`config.mk`:
```
export PLATFORM = sky130hd
export DESIGN_NAME = reg_ers_bank_flat
export DESIGN_NICKNAME = d
export VERILOG_FILES = /design/src/rtl/reg_ers_bank_if.sv /design/src/rtl/reg_ers_bank.sv /design/src/flat_wrapper.sv
export SDC_FILE = /design/constraint.sdc
export NUM_CORES = 1
export LEC_CHECK = 0
export BUFFER_PORTS_ARGS = -buffer_cell sky130_fd_sc_hd__buf_2
export CORE_MARGIN = 2
export CORE_UTILIZATION = 35
export DETAILED_ROUTE_END_ITERATION = 12
export PLACE_DENSITY = 0.67
export SYNTH_ARGS = -nofsm -noshare
export SYNTH_HDL_FRONTEND = slang
export SYNTH_SLANG_ARGS = --single-unit
```
`constraint.sdc`:
```
create_clock -name clk -period 0.9 [get_ports clk]
set_input_delay 0.045 -clock clk [delete_from_list [all_inputs] [get_ports clk]]
set_output_delay 0.045 -clock clk [all_outputs]
set_load 0.005 [all_outputs]
```
`src/rtl/reg_ers_bank_if.sv`:
```
// Bus bundle for reg_ers_bank: control/data inputs and the three channel outputs.
interface reg_ers_bank_if #(
  parameter int unsigned WIDTH = 4
);
  logic             enable;
  logic [WIDTH-1:0] d;
  logic             entrada;
  logic             desp_carga;
  logic [WIDTH-1:0] q;
  logic [WIDTH-1:0] salida_sipo;
  logic             salida_piso;

  modport master (
    output enable, d, entrada, desp_carga,
    input  q, salida_sipo, salida_piso
  );

  modport slave (
    input  enable, d, entrada, desp_carga,
    output q, salida_sipo, salida_piso
  );
endinterface

```
`src/rtl/reg_ers_bank.sv`:
```
// Register bank: PIPO holding register, SIPO shift register and PISO shift
// register sharing one clock, one asynchronous reset and one clock enable.
module reg_ers_bank #(
  parameter int unsigned WIDTH = 4
) (
  input logic          clk,
  input logic          reset,
  reg_ers_bank_if.slave bus
);

  logic [WIDTH-1:0] pipo_q;
  logic [WIDTH-1:0] sipo_q;
  logic [WIDTH-1:0] piso_q;

  // PIPO: capture the parallel word on enabled edges.
  always_ff @(posedge clk or posedge reset) begin
    if (reset)
      pipo_q <= '0;
    else if (bus.enable)
      pipo_q <= bus.d;
  end

  // SIPO: shift left, serial bit enters at the LSB.
  always_ff @(posedge clk or posedge reset) begin
    if (reset)
      sipo_q <= '0;
    else if (bus.enable)
      sipo_q <= {sipo_q[WIDTH-2:0], bus.entrada};
  end

  // PISO: parallel load or shift left with zero fill; MSB is the serial output.
  always_ff @(posedge clk or posedge reset) begin
    if (reset)
      piso_q <= '0;
    else if (bus.enable) begin
      if (bus.desp_carga)
        piso_q <= bus.d;
      else
        piso_q <= {piso_q[WIDTH-2:0], 1'b0};
    end
  end

  assign bus.q           = pipo_q;
  assign bus.salida_sipo = sipo_q;
  assign bus.salida_piso = piso_q[WIDTH-1];

endmodule

```
`src/flat_wrapper.sv`:
```
// flat-port wrapper written by rule: the top's interface ports become plain ports
module reg_ers_bank_flat 
#(
  parameter int unsigned WIDTH = 4
)
  (clk, reset, bus_enable, bus_d, bus_entrada, bus_desp_carga, bus_q, bus_salida_sipo, bus_salida_piso);
  reg_ers_bank_if #(.WIDTH(WIDTH)) bus_i ();
  input logic clk;
  input logic reset;
  input wire logic [$bits(bus_i.enable)-1:0] bus_enable;
  input wire logic [$bits(bus_i.d)-1:0] bus_d;
  input wire logic [$bits(bus_i.entrada)-1:0] bus_entrada;
  input wire logic [$bits(bus_i.desp_carga)-1:0] bus_desp_carga;
  output wire logic [$bits(bus_i.q)-1:0] bus_q;
  output wire logic [$bits(bus_i.salida_sipo)-1:0] bus_salida_sipo;
  output wire logic [$bits(bus_i.salida_piso)-1:0] bus_salida_piso;
  assign bus_i.enable = bus_enable;
  assign bus_i.d = bus_d;
  assign bus_i.entrada = bus_entrada;
  assign bus_i.desp_carga = bus_desp_carga;
  assign bus_q = bus_i.q;
  assign bus_salida_sipo = bus_i.salida_sipo;
  assign bus_salida_piso = bus_i.salida_piso;
  reg_ers_bank #(.WIDTH(WIDTH)) u_core (.clk(clk), .reset(reset), .bus(bus_i));
endmodule
```
## Word level (Yosys, flattened, before mapping)

Cells that the tools add are included.

| operators by class | value |
|---|---|
| muxes and demuxes | 1 |

Operators by type and width:

| kind | count |
|---|---|
| $mux W4 | 1 |

| storage, ports and cells | value |
|---|---|
| bits in registers | 12 |
| output and inout port bits | 9 |
| logic and storage cells | 4 |

## Logic depth before layout (Yosys ltp)

Gate-level depths: netlist of the first run.

| depth | value |
|---|---|
| depth after elaboration | 1 |
| gate-level depth with buffers | 4 |

## Worst setup path after synthesis of the first run

No wires, ideal clock.

| timing | value |
|---|---|
| path kind | reg-to-reg |
| start point | register u_core.sipo_q[0], in the netlist u_core.bus.salida_sipo[0] |
| end point | register u_core.sipo_q[1], in the netlist u_core.bus.salida_sipo[1] |
| arrival time | 0.627 ns |
| required time | 0.775 ns |
| setup slack | 0.148 ns |
| stages on the path, launching flop included | 2 |
| buffers on the path | 0 |
| period minus slack after synthesis | 0.752 ns |
| cell sequence | dfrtp_1 mux2_2 |

RTL lines:

| element | RTL line | source |
|---|---|---|
| start: declaration | reg_ers_bank.sv:12 | `logic [WIDTH-1:0] sipo_q;` |
| start signal: assignment | reg_ers_bank.sv:28 | `sipo_q <= {sipo_q[WIDTH-2:0], bus.entrada};` |

No word-level cell between the ends.

## Worst setup path in the final report of the first run

| timing | value |
|---|---|
| start point | register u_core.sipo_q[0], in the netlist u_core.bus.salida_sipo[0] |
| end point | output port bus_salida_sipo[0] |

RTL lines:

| element | RTL line | source |
|---|---|---|
| end: declaration | flat_wrapper.sv:15 | `output wire logic [$bits(bus_i.salida_sipo)-1:0] bus_salida_sipo;` |

No word-level cell between the ends.

==> results.md, run 1 <==
* Run status: complete, no violations
* Number of antenna diodes at 0
* Leak at about 0.32 nW
* Rel. slew slack at 0.699
* Post-synthesis sequential area ratio at 0.603
* CTS Sinks at 12
* Congestion Overflow GR at 0
* Cell family with most CP delay: flip-flops
* #FFs+latches synth at 12
* Critical Path Fanout Max at 3
* Final period util at 0.920
* Number of global-route vias before repair at 336
* CTS tree: done
* Final min period at 828 ps
* Most frequent cells in the layout: buf_2 (17), dfrtp_1 (12), mux2_2 (6)
* Worst vdd ir at roughly 1000 uV
* Final hold vios at 0
* I/O Pins at 18
* Routed WL per cell at 11.4 um
* Root buffer cell: clkbuf_4
* Setup TNS Final at 0 ps
* CTS Hold Bufs at 1
* Synthesized area at between 400 and 500 um2
* Max stage delay cell, worst path: dfrtp_1
* Skew final at between 1.5 and 2 ps
* Most common cell after layout, fill and taps aside: buf_2
* Die ar. at around 1700 um2
* Core outline area at 1320 um2
* Fmax at approximately 1.2 GHz
* Count of final setup violators at 0
* Post-CTS Setup Bufs at 0
* Rows at 13
* First-pass DRT Iterations at 4
* Post-synthesis cell count at 35
* RSZ-0062 raised after global routing: no
* Post-cts repair resize count at 0
* Largest net degree at the start of global routing at 13
* Buf+Inv Stages, Crit Path at 1
* Layout Utilization at 0.478
* DR vias/cell at 4.54
* Crit-path cells: buf_2
* Detail Route Antenna Nets at 0
* Slew Viols, Final at 0
* Max Cap Viol at 0
* Post-Route WL at 811 um
* Synth warnings at 0
* Post-synthesis cell type count at 11
* Die Wd at roughly 42 um
* Post-synth top area share at 0.603
* P&R area growth vs syn at 26.4%
* Mean post-synth cell area at around 14 um2
* Syn nets at 44
* CTS buffer count at 3
* CP max stage delay at ~390 ps
* Routed vias at ~320
* Top cells by area, synth: dfrtp_1 (60%), mux2_2 (14%), mux2i_1 (6.0%), mux2_4 (6.0%), a21oi_1 (3.0%)
* Power Density at 1990 nW/um2
* # H-tree levels at 1
* Placer Congestion at 0.694
* Worst EP arrival at between 700 and 800 ps
* Gr usage total at 0.108
* DR iter-0 viols at 7
* Initial antenna violation count at 0
* Max clock buf depth at 2
* Hold WC Path Type: input pin to flop
* Critical path type: flop to output pin
* PortBufs at 17
* Initial Util at 0.378
* Final nets at 66
* Largest area contributor in the netlist: dfrtp_1
* Die height at 41.7 um
* First-pass GRT wire length at 1410 um
* Slew @ Worst Pin at 451 ps
* Startpoint types: flop
* Ratio of cells with drive above 1 in the final layout at 0.536
* Post-detailed-route DRC marker count at 0
* Worst-path clk slew at 70 ps
* CP required at roughly 850 ps
* Crit. End Element: output pin
* Clk_lat worst skew at ~260 ps
[layer usage]
| layer | global-route usage | routed length (um) | vias to the layer above | share of wire |
|---|---|---|---|---|
| met5 | 0 | 0 | - | 0 |
| met4 | 0.0581 | 0 | 0 | 0 |
| met3 | 0.0435 | 45 | 0 | 0.055 |
| met2 | 0.147 | 388 | 9 | 0.48 |
| met1 | 0.145 | 377 | 149 | 0.46 |
| li1 | - | - | 164 | - |
[state kept, by name, summed over array words and instances, names as in the netlist]
name,cells
u_core.bus.q,4
u_core.bus.salida_sipo,4
u_core.piso_q,4
[worst paths after layout]
kind,startpoint,endpoint,slack (ps),cells after the start
max,u_core.bus.salida_sipo[0],bus_salida_sipo[0],70,1
min,bus_entrada,u_core.bus.salida_sipo[0],10,2
max reg2reg,u_core.bus.salida_sipo[2],u_core.bus.salida_sipo[2],130,1
min reg2reg,u_core.bus.salida_sipo[3],u_core.bus.salida_sipo[3],510,1
max in group asynchronous,reset,u_core.bus.salida_sipo[3],270,3
min in group asynchronous,reset,u_core.bus.salida_sipo[0],320,3
[layout make-up]
cell class	count	area [um2]
Inverter	2	7.51
Multi-Input combinational cell	19	164
Tap cell	15	18.8
Sequential cell	12	300
Clock buffer	4	36.3
Fill cell	132	688
Timing Repair Buffer	19	103
[kinds of logic (layout without fill, tap and decap cells)]
group	Yosys count	in the layout	synth area share
flops	12	12	0.603
mux	11	11	0.256
compound gates	4	4	0.0402
simple gates	4	4	0.0327
buf+inv	4	25	0.0678
[where the power goes]
| group | internal (W) | switching, W | total (W) |
|---|---|---|---|
| Clock | 0.000245 | 0.000166 | 0.000411 |
| Combinational | 0.000116 | 0.0000816 | 0.000197 |
| Sequential | 0.000608 | 0.0000354 | 0.000643 |
| Total | 0.000969 | 0.000283 | 0.00125 |
[through the flow]
stage	instance area, um2	power (W)	std cells	setup slack [ps]	hold slack [ps]
2_1_floorplan	498	0.000766	35	148	-90.3
3_3_place_gp	583	0.000848	66	146	70.0
3_5_place_dp	583	0.000854	66	130	72.2
4_1_cts	629	0.00128	71	53.0	4.33
5_1_grt	629	0.00133	71	32.0	11.2
6_report	629	0.00125	71	72.2	10.5
[cell usage after synthesis]
cell     instances
dfrtp_1         12
inv_1            2
mux2_2           6
buf_8            1
a21oi_1          3
mux2_4           2
nand3_1          1
buf_6            1
o21ai_0          1
nor2_1           3
mux2i_1          3
No activity file was read; power rests on OpenSTA's default activity.
==> inputs of run 2 (changes only) <==
--- a/config.mk
+++ b/config.mk
@@ -10,6 +10,7 @@
 export CORE_UTILIZATION = 35
 export DETAILED_ROUTE_END_ITERATION = 12
 export PLACE_DENSITY = 0.67
+export SETUP_SLACK_MARGIN = 0.2
 export SYNTH_ARGS = -nofsm -noshare
 export SYNTH_HDL_FRONTEND = slang
 export SYNTH_SLANG_ARGS = --single-unit
==> results.md, run 2 (synthesis results as in run 1) <==
* Critical Path Fanout Max at 3
* Hold WC Path Type: input pin to flop
* R2r setup slk at roughly 130 ps
* Fmax at 1.20 GHz
* P_int at 0.000988 W
* Seq pwr share at 0.502
* I/O Pins at 18
* Crit-path cells: buf_2
* Number of antenna diodes at 0
* Die height at about 42 um
* Max Cap Viol at 0
* WHS Path Cells at 2
* Slack of the critical path at 69.0 ps
* Logic gate share of total power at 0.175
* Slew @ Worst Pin at around 270 ps
* Rows at 13
* Leak at around 0.32 nW
* Final hold vios at 0
* Skew final at 0.936 ps
* Final min period at a little over 800 ps
* Root buffer cell: clkbuf_4
* WL met3 at roughly 45 um
* PortBufs at 17
* Core outline area at about 1300 um2
* Initial antenna violation count at 0
* Hold path start: bus_entrada
* CTS tree: done
* DR vias/cell at ~4.5
* Die ar. at 1740 um2
* Slew Viols, Final at 0
* Worst-path clk slew at around 70 ps
* Post-Route WL at 841 um
* Die Wd at ~42 um
* Ratio of cells with drive above 1 in the final layout at 0.579
* Detail Route Antenna Nets at 0
* Final nets at 67
* CTS buffer count at 3
* Most frequent cells in the layout: buf_2 (17), dfrtp_1 (12), mux2_2 (5)
* Crit. End Element: output pin
* Initial Util at 0.378
* Largest net degree at the start of global routing at 13
* Launch point of the worst reg-to-reg path: u_core.bus.salida_sipo[2]
* Hold Path Sink: u_core.bus.salida_sipo[0]
* Routed vias at between 300 and 400
* Max stage delay cell, worst path: dfrtp_1
* P&R area growth vs syn at 31.7%
* Clk_lat worst skew at around 260 ps
* DR iter-0 viols at 4
* Setup TNS Final at 0 ps
* CTS Sinks at 12
* First-pass GRT wire length at about 1400 um
* # H-tree levels at 1
* Rel. slew slack at 0.819
* Startpoint types: flop
* Sw Share at 0.231
* Clock power share at 0.323
* Max layer used: met3
* Run status: complete, no violations
* Routed WL per cell at ~12 um
* P_sw at roughly 0.00030 W
* Gr usage total at 0.109
* Worst EP arrival at about 800 ps
* Max clock buf depth at 2
* Count of final setup violators at 0
* Worst vdd ir at just over 1000 uV
* Fin cells at 72
* Post-detailed-route DRC marker count at 0
* Most common cell after layout, fill and taps aside: buf_2
* Dpl cells at 66
* First-pass DRT Iterations at 3
* Congestion Overflow GR at 0
* Buf+Inv Stages, Crit Path at 1
* Reg-to-Reg End: u_core.bus.salida_sipo[2]
* Placer Congestion at just under 0.7
* CP max stage delay at about 390 ps
* Power Density at 1960 nW/um2
* Routed length on met2 at around 400 um
* CP required at 850 ps
* Place WS at 130 ps
* FF-to-FF path depth at 1
* M1 WL at 394 um
* RSZ-0062 raised after global routing: yes
* Final period util at 0.923
* Cell family with most CP delay: flip-flops
* Number of global-route vias before repair at around 340
* Critical path type: flop to output pin
==> run 2: final cells by class <==
type	count	area, um2
clock buffers	4	36.3
fillers	127	662
inverters	2	11.3
multi-input cells	19	175
flip-flops and latches	12	300
well taps	15	18.8
repair buffers	20	114
==> run 2: how the worst max path moves through the flow <==
stage          cells past startpoint                 startpoint                         to
4_1_cts                            1  u_core.bus.salida_sipo[2]         bus_salida_sipo[2]
2_1_floorplan                      1  u_core.bus.salida_sipo[0]  u_core.bus.salida_sipo[1]
5_1_grt                            1  u_core.bus.salida_sipo[2]         bus_salida_sipo[2]
3_3_place_gp                       2                 bus_enable            u_core.bus.q[3]
3_5_place_dp                       2                 bus_enable            u_core.bus.q[0]
6_report                           1  u_core.bus.salida_sipo[2]         bus_salida_sipo[2]
==> run 2: routing by layer <==
layer  track usage  vias up
li1              -      162
met1         0.148      155
met2         0.147        9
met3        0.0435        0
met4        0.0581        0
met5             0        -
==> run 2: what timing repair did <==
action                                  CTS  global route
pin swaps                                 1             0
hold buffers                              1             0
cloned                                    0             0
endpoints found under the setup margin   19            32
hold endpoints to repair                 12             0
setup buffers                             1             0
gates resized for setup                   1             4
==> run 2: power groups by stage <==
stage | clock, W | sequential [W] | combinational (W)
3_3_place_gp | 0 | 0.000655 | 0.000193
4_1_cts | 0.000431 | 0.000645 | 0.000218
2_1_floorplan | 0 | 0.000658 | 0.000108
3_5_place_dp | 0 | 0.000656 | 0.000198
6_report | 0.000415 | 0.000645 | 0.000225
5_1_grt | 0.000453 | 0.000655 | 0.000246
==> run 2: per-stage QoR <==
step / hold slack (ps) / total power [W] / cell area [um2] / util
final: 11.4 / 0.00128 / 656 / 0.498
after global routing: 11.2 / 0.00135 / 656 / 0.498
after CTS: 4.33 / 0.00129 / 641 / 0.486
after detailed placement: 72.2 / 0.000854 / 583 / 0.443
after global placement: 70.0 / 0.000848 / 583 / 0.443
after floorplan: -90.3 / 0.000766 / 498 / -
